<file path="src/rtl/rom_image_loader.sv">
// Boot loader: requests the BASIC, CHARGEN and KERNAL images from the SPI flash reader,
// writes each streamed byte to its C64 address, and holds the CPU in reset until all three have landed.
`timescale 1ns/1ps
module rom_image_loader #(
    parameter logic [23:0] FLASH_BASE = 24'h300000,
    parameter int          BASIC_LEN  = 8192,
    parameter int          CHAR_LEN   = 4096,
    parameter int          KERNAL_LEN = 8192,
    parameter int          TIMEOUT    = 65535
) (
    input  logic        clk,
    input  logic        reset,
    input  logic        go,
    output logic        rd_start,
    output logic [23:0] rd_addr,
    output logic [15:0] rd_len,
    input  logic        rd_busy,
    input  logic [7:0]  in_data,
    input  logic        in_valid,
    output logic        in_ready,
    output logic        mem_we,
    output logic [15:0] mem_addr,
    output logic [7:0]  mem_data,
    output logic [15:0] sum,
    output logic        done,
    output logic        error,
    output logic        cpu_hold,
    output logic [2:0]  state_dbg
);

    typedef enum logic [2:0] {
        S_IDLE   = 3'd0,
        S_REQ    = 3'd1,
        S_STREAM = 3'd2,
        S_NEXT   = 3'd3,
        S_DONE   = 3'd4,
        S_ERR    = 3'd5
    } state_t;

    state_t      state;
    logic [1:0]  seg;
    logic [15:0] count;
    logic [15:0] tmo;
    logic        busy_q;
    logic        accept;
    logic        last_byte;
    logic        busy_fall;
    logic        timed_out;

    function automatic logic [23:0] seg_flash(input logic [1:0] s);
        case (s)
            2'd0:    seg_flash = FLASH_BASE;
            2'd1:    seg_flash = FLASH_BASE + 24'(BASIC_LEN);
            default: seg_flash = FLASH_BASE + 24'(BASIC_LEN + CHAR_LEN);
        endcase
    endfunction

    function automatic logic [15:0] seg_len(input logic [1:0] s);
        case (s)
            2'd0:    seg_len = 16'(BASIC_LEN);
            2'd1:    seg_len = 16'(CHAR_LEN);
            default: seg_len = 16'(KERNAL_LEN);
        endcase
    endfunction

    function automatic logic [15:0] seg_base(input logic [1:0] s);
        case (s)
            2'd0:    seg_base = 16'hA000;
            2'd1:    seg_base = 16'hD000;
            default: seg_base = 16'hE000;
        endcase
    endfunction

    // Byte stream handshake: a byte transfers on every rising edge where in_valid and
    // in_ready are both high; in_ready is high in every STREAM cycle and nowhere else,
    // and the reader may raise or drop in_valid freely between transfers.
    assign in_ready  = (state == S_STREAM);
    assign accept    = in_valid & in_ready;
    assign last_byte = (count == rd_len - 16'd1);
    // busy_q is forced low outside STREAM, so a reader still finishing a previous
    // segment cannot look like an abort on the first STREAM cycle.
    assign busy_fall = busy_q & ~rd_busy;
    assign timed_out = ~accept & (tmo == 16'(TIMEOUT - 1));
    assign state_dbg = state;

    always_ff @(posedge clk or negedge reset) begin
        if (!reset) begin
            state    <= S_IDLE;
            seg      <= 2'd0;
            count    <= 16'd0;
            tmo      <= 16'd0;
            busy_q   <= 1'b0;
            rd_start <= 1'b0;
            rd_addr  <= 24'd0;
            rd_len   <= 16'd0;
            mem_we   <= 1'b0;
            mem_addr <= 16'd0;
            mem_data <= 8'd0;
            sum      <= 16'd0;
            done     <= 1'b0;
            error    <= 1'b0;
            cpu_hold <= 1'b1;
        end else begin
            rd_start <= 1'b0;
            mem_we   <= 1'b0;
            busy_q   <= (state == S_STREAM) ? rd_busy : 1'b0;
            case (state)
                S_IDLE, S_DONE, S_ERR: begin
                    if (go) begin
                        sum      <= 16'd0;
                        error    <= 1'b0;
                        done     <= 1'b0;
                        cpu_hold <= 1'b1;
                        seg      <= 2'd0;
                        rd_addr  <= seg_flash(2'd0);
                        rd_len   <= seg_len(2'd0);
                        rd_start <= 1'b1;
                        state    <= S_REQ;
                    end
                end
                S_REQ: begin
                    count <= 16'd0;
                    tmo   <= 16'd0;
                    state <= S_STREAM;
                end
                S_STREAM: begin
                    if (accept) begin
                        mem_we   <= 1'b1;
                        mem_addr <= seg_base(seg) + count;
                        mem_data <= in_data;
                        sum      <= sum + {8'h00, in_data};
                        count    <= count + 16'd1;
                        tmo      <= 16'd0;
                    end else begin
                        tmo <= tmo + 16'd1;
                    end
                    // A completing byte wins over a simultaneous abort; otherwise count < len holds here.
                    if (accept && last_byte) begin
                        state <= S_NEXT;
                    end else if (busy_fall || timed_out) begin
                        error <= 1'b1;
                        state <= S_ERR;
                    end
                end
                S_NEXT: begin
                    if (seg == 2'd2) begin
                        done     <= 1'b1;
                        cpu_hold <= 1'b0;
                        state    <= S_DONE;
                    end else begin
                        seg      <= seg + 2'd1;
                        rd_addr  <= seg_flash(seg + 2'd1);
                        rd_len   <= seg_len(seg + 2'd1);
                        rd_start <= 1'b1;
                        state    <= S_REQ;
                    end
                end
                default: state <= S_IDLE;
            endcase
        end
    end

endmodule

</file>
<file path="config.mk">
export PLATFORM = sky130hd
export DESIGN_NAME = rom_image_loader
export DESIGN_NICKNAME = d
export VERILOG_FILES = /design/src/rtl/rom_image_loader.sv
export SDC_FILE = /design/constraint.sdc
export NUM_CORES = 1
export LEC_CHECK = 0
export ABC_AREA = 1
export CAP_MARGIN = 25
export CELL_PAD_IN_SITES_DETAIL_PLACEMENT = 0
export CELL_PAD_IN_SITES_GLOBAL_PLACEMENT = 2
export CORE_MARGIN = 5
export CORE_UTILIZATION = 30
export DETAILED_ROUTE_END_ITERATION = 16
export PLACE_DENSITY = 0.77
export SLEW_MARGIN = 10
export SYNTH_ARGS = -nofsm -noshare
export SYNTH_HDL_FRONTEND = slang
export SYNTH_SLANG_ARGS = --single-unit
</file>
<file path="constraint.sdc">
create_clock -name clk -period 2.3 [get_ports clk]
set_input_delay 0.46 -clock clk [delete_from_list [all_inputs] [get_ports clk]]
set_output_delay 0.46 -clock clk [all_outputs]
set_load 0.02 [all_outputs]
</file>
==> results of run 1 <==
worst register-to-register path, cell delays in order (launching register included):
cell	delay, ns
dfrtp_1	0.48
nor2_2	0.23
nand2_2	0.24
nand2_2	0.25
nand2_1	0.09
nor2_2	0.15
nand2_1	0.13
o21ai_1	0.14
nand2_1	0.06
nor2_1	0.09
flip-flops by register name (all words and copies together), names as in the netlist:
signal and cells:
mem_addr 16, cpu_hold 1, rd_addr 2, error 1
busy_q 1, mem_we 1, rd_start 1, rd_len 2
sum 16, done 1, count 16, mem_data 8
seg 2, tmo 16, state_dbg 3
area by class of cell:
cell class / count / share of cell area
Multi-Input combinational cell: 466 / 0.379
Timing Repair Buffer: 87 / 0.131
Clock inverter: 5 / 0.0202
Tap cell: 220 / 0.0436
Inverter: 68 / 0.0408
Clock buffer: 11 / 0.0400
Sequential cell: 87 / 0.345
where the power goes:
part           leakage, nW  switching [W]  internal, W
registers             1.17       0.000254      0.00183
logic                 1.63        0.00168      0.00103
clock network        0.182       0.000621      0.00123
total                 2.98        0.00256      0.00409
through the flow:
| step | hold WS (ns) | cell area, um^2 | util | TNS [ns] | power, W |
|---|---|---|---|---|---|
| after global placement | 0.435 | 5930 | 0.359 | -0.118 | 0.00481 |
| after detailed placement | 0.437 | 5930 | 0.359 | -0.301 | 0.00483 |
| after floorplan | 0.164 | 5160 | - | 0 | 0.00375 |
| after CTS | 0.0633 | 6310 | 0.382 | 0 | 0.00674 |
| after global routing | 0.0873 | 6320 | 0.382 | 0 | 0.00708 |
| final | 0.0581 | 6320 | 0.382 | 0 | 0.00665 |
cells in the final DEF (no fill, tap or decap), drive strengths merged, types with 13 or more instances in the layout:
cell type | synthesis | layout
dfrtp | 86 | 86
nor2 | 65 | 65
ha | 20 | 20
a21oi | 26 | 26
o21ai | 41 | 41
conb | 1 | 34
nand2 | 183 | 183
nor3 | 13 | 13
nand3 | 40 | 40
inv | 67 | 67
clkdlybuf4s50 | 0 | 66
buf | 39 | 21
timing repair:
action                     in CTS  in global routing
setup endpoints to repair       0                  1
resized for setup               0                  1
hold buffers                    0                  0
routing by layer:
| metal | share of wire | vias to the layer above | track usage |
|---|---|---|---|
| met5 | 0 | - | 0 |
| met4 | 0.0091 | 0 | 0.0459 |
| li1 | - | 2126 | - |
| met3 | 0.038 | 6 | 0.0244 |
| met2 | 0.44 | 95 | 0.199 |
| met1 | 0.51 | 2035 | 0.200 |
cells by family after synthesis:
logic type | after synthesis
AOI/OAI and AO/OA | 82
xor gates and xnor gates | 14
adders and majority gates | 22
buffers and inverters | 114
DFF | 87
other | 1
and+or+nand+nor | 314
final timing paths:
path | from | to | slack [ns] | cells after the start
worst max register to register | state_dbg[2] | count[9] | 0.38 | 9
worst max-delay path | state_dbg[2] | in_ready | 0.09 | 4
worst min-delay path | reset | tmo[8] | 0.06 | 1
max in group asynchronous | reset | sum[2] | 1.58 | 2
min in group clk | mem_data[3] | mem_data[3] | 0.48 | 2
worst min register to register | mem_data[3] | mem_data[3] | 0.48 | 2
==> run metrics, run 1 <==
status=finished clean; initial antenna violation count=0; mapped cell area=0.00503 mm^2; most numerous cell in the Yosys netlist=nand2_1; total power divided by cell area=around 1100 mW/mm^2; Synth Instances=634; maximum VDD drop=444 uV; Setup Fix Bufs, Post-CTS=0; Root Buffer Master=clkbuf_16; routed via count=4262; Synth Flop Type=dfrtp_1; Least-Margin Pin Slew=0.495 ns; worst-path cell chain=nor2_4, nand2_4, inv_1, clkdlybuf4s50_1; final hold violations=0; initial core utilization=0.305; Clock Tree Buf Depth=2; Synth top area share=0.427; Antenna Nets Post-Route=0; Vias/cell=~4.5; CTS buffer count=9; gr usage total=0.135; synth unique cells=43; Final period util=0.960; Arrival @ worst endpoint=1.75 ns; Worst EP required=between 1.5 and 2 ns; Slew headroom=0.668; CTS tree=yes; most frequent cells after synthesis=nand2_1 (176), dfrtp_1 (86), inv_1 (64), nor2_1 (57), o21ai_0 (40); crit path max-delay cell type=clkdlybuf4s50_1; Hold Crit Class=in2async; XOR/XNOR share of the synthesized area=0.0244; I/O pins=102; Reg area=~0.0022 mm^2; CP max stage delay=0.60 ns; Yosys top cell by area=dfrtp_1; H-tree depth=3; # diodes=0; simple logic cell fraction of the synthesized area=0.277; RSZ-0062 raised after global routing=false; CP bufs+invs=2; non-filler cells, final=~940; vias in the first global route=4100; min Tclk post-route=2.21 ns; warnings from Yosys=0; Layout fillers=1711; Clk pin slew, worst setup/hold paths=roughly 0.070 ns; critical path launch point type=flip-flop; max-slew violation count=0; DPL Wire Length=9850 um; Post-Route WL=13100 um; DRC viols=0; post-synthesis sequential area ratio=0.433; adder-cell share of the synthesized area=0.0577; Die Area=0.0195 mm^2; Multi-input gate area=0.00240 mm^2; dpl ws=-0.0887 ns; Pleak=2.98 nW; f_max=453 MHz; #FFs+latches synth=87; max_cap viols=0; Post-Syn Area per Cell=7.94 um^2; CP endpoint kind=output pin; Worst-Skew Late Latency=about 0.35 ns; CP Class=reg2out; IO Port Bufs=67; clk_skew=0.0106 ns; Horiz. Die Dim=140 um; Layout area overhead=25.5%; Starting DRT DRC Count=roughly 220; core area=0.0165 mm^2; layout cells sized above 1=0.0925; Die H=approximately 140 um; Layout Nets=754; first-pass GRT wire length=21400 um; GRT overflow=0; Post-synth EDFFs=0; DRT Pass-1 Iters=5; family with the most delay on the worst path=buffers and inverters; FP Rows=47; mux cell area share after synthesis=0; TritonCTS Sinks=87; top post-synthesis cells by area=dfrtp_1 (43%), nand2_1 (13%), buf_4 (5.5%); CP max FO=5; GPL Wtd Cong=0.825; WL/cell=about 14 um; PnR worst setup slack=between 0.09 and 0.1 ns; final setup vio count=0; compound-cell area share of the yosys netlist=0.0905; FFs w/ async S/R, synth=1.00; largest net degree at the start of global routing=40; largest family of logic cells by synthesized area=simple AND/OR/NAND/NOR gates; placed insts=between 900 and 1000
No activity file was read; power rests on OpenSTA's default activity.
==> inputs of run 2 (changes only) <==
==> constraint.sdc (replaced) <==
create_clock -name clk -period 2.1 [get_ports clk]
set_input_delay 0.42 -clock clk [delete_from_list [all_inputs] [get_ports clk]]
set_output_delay 0.42 -clock clk [all_outputs]
set_load 0.02 [all_outputs]
==> run metrics, run 2 (synthesized netlist as in run 1, its figures left out) <==
status=finished clean; Root Buffer Master=clkbuf_16; critical path launch point type=flip-flop; Setup Fix Bufs, Post-CTS=0 (unchanged); PnR worst setup slack=0.163 ns (+0.0702 ns); Layout Nets=772 (+2.4%); total power divided by cell area=1100 mW/mm^2 (+4.8%); core area=0.0165 mm^2 (unchanged); I/O pins=102 (unchanged); CP endpoint kind=output pin; Vias/cell=4.42 (-2.0%); commonest cells after routing, fill and taps aside=nand2_1 (175), dfrtp_1 (86), clkdlybuf4s50_1 (65); # diodes=0 (unchanged); min Tclk post-route=between 1.5 and 2 ns; largest net degree at the start of global routing=39 (-2.5%); RSZ-0062 raised after global routing=false; vias in the first global route=4071 (-0.71%); Worst EP required=1.68 ns (-0.16 ns); initial core utilization=0.305 (unchanged); WL/cell=13.6 um (-1.4%); DRT Pass-1 Iters=4 (-1); Clock Tree Buf Depth=2 (unchanged); crit path max-delay cell type=clkdlybuf4s50_1; GPL Wtd Cong=0.826 (+0.15%); GR Util met2=0.198 (-0.000254); Starting DRT DRC Count=239 (+9.6%); family with the most delay on the worst path=buffers and inverters; Antenna Nets Post-Route=0 (unchanged); instance count on the critical path=1 (-3); layout cells sized above 1=0.119 (+0.0261); CP bufs+invs=1 (-1); final setup vio count=0 (unchanged); Pleak=3.04 nW (+2.1%); Hold Crit Class=in2async; TritonCTS Sinks=87 (unchanged); Layout area overhead=26.9%; max-slew violation count=0 (unchanged); Horiz. Die Dim=140 um (unchanged); Crit. Startpoint=state_dbg[1]; Die Area=0.0195 mm^2 (unchanged); DRC viols=0 (unchanged); H-tree depth=3 (unchanged); WHS=0.0135 ns (-0.0446 ns); gr usage total=0.138 (+0.00307); CP Class=reg2out; CP max stage delay=0.67 ns (+0.07 ns); reg2reg start=seg[1]; commonest non-fill, non-tap cell in the layout=nand2_1; GRT overflow=0 (unchanged); Die H=140 um (unchanged); f_max=516 MHz; IO Port Bufs=67 (unchanged); non-filler cells, final=962 (+1.9%); dpl ws=-0.272 ns (-0.184 ns); Final period util=0.922; Worst-Skew Late Latency=0.35 ns (about the same); max_cap viols=0 (unchanged); Reg2Reg Depth=7 (-2); M1 GR Usage=0.204 (+0.00438); busiest grt layer=met1; Clk pin slew, worst setup/hold paths=0.06 ns (about the same); maximum VDD drop=414 uV (-6.7%); placed insts=946 (+1.9%); initial antenna violation count=0 (unchanged); CTS tree=yes; CTS buffer count=9 (unchanged); Layout fillers=1696 (-0.88%); clk_skew=0.00694 ns (-0.00371 ns); Post-Route WL=13100 um (+0.51%); FP Rows=47 (unchanged); routed via count=4256 (-0.14%); first-pass GRT wire length=21700 um (+1.2%); post_cts resized=1 (+1); Arrival @ worst endpoint=1.52 ns (-0.23 ns); CP max FO=5 (unchanged); Post-CTS Hold Buffers=0 (unchanged); final hold violations=0 (unchanged); GR Util met3=0.0261 (+0.00172); worst-path cell chain=clkdlybuf4s50_1; DPL Wire Length=9860 um (+0.11%)
[run 2: path summary, 6_finish.rpt]
| path | endpoint | slack [ns] |
|---|---|---|
| max in group asynchronous | count[7] | 1.42 |
| min | tmo[13] | 0.01 |
| max reg2reg | mem_addr[14] | 0.30 |
| max | state_dbg[1] | 0.16 |
| min reg2reg | mem_addr[0] | 0.48 |
| min in group clk | mem_addr[0] | 0.48 |
[run 2: metrics by stage]
stage	setup TNS (ns)	util	total power (W)	cell area [um^2]
finish	0	0.387	0.00704	6390
global route	0	0.387	0.00755	6390
CTS	0	0.386	0.00715	6380
detailed placement	-1.89	0.367	0.00539	6070
global placement	-1.62	0.367	0.00539	6070
floorplan	0	-	0.00411	5160
[run 2: layer usage]
metal  wire length (um)  vias up
met5                  0        -
met4                221        0
met3                561       11
met2               5610       87
met1               6740     1986
li1                   -     2172
[run 2: cell type report]
cell class	instances	area [um^2]	share of cell area
Inverter	68	258	0.0403
Clock inverter	3	40.0	0.00627
Tap cell	220	275	0.0431
Multi-Input combinational cell	466	2400	0.376
Timing Repair Buffer	105	965	0.151
Clock buffer	13	270	0.0423
Sequential cell	87	2180	0.341
[run 2: power by group]
group	total [W]	switching (W)	internal, W
combinational	0.00309	0.00188	0.00121
clock	0.00170	0.000678	0.00102
sequential	0.00226	0.000257	0.00201
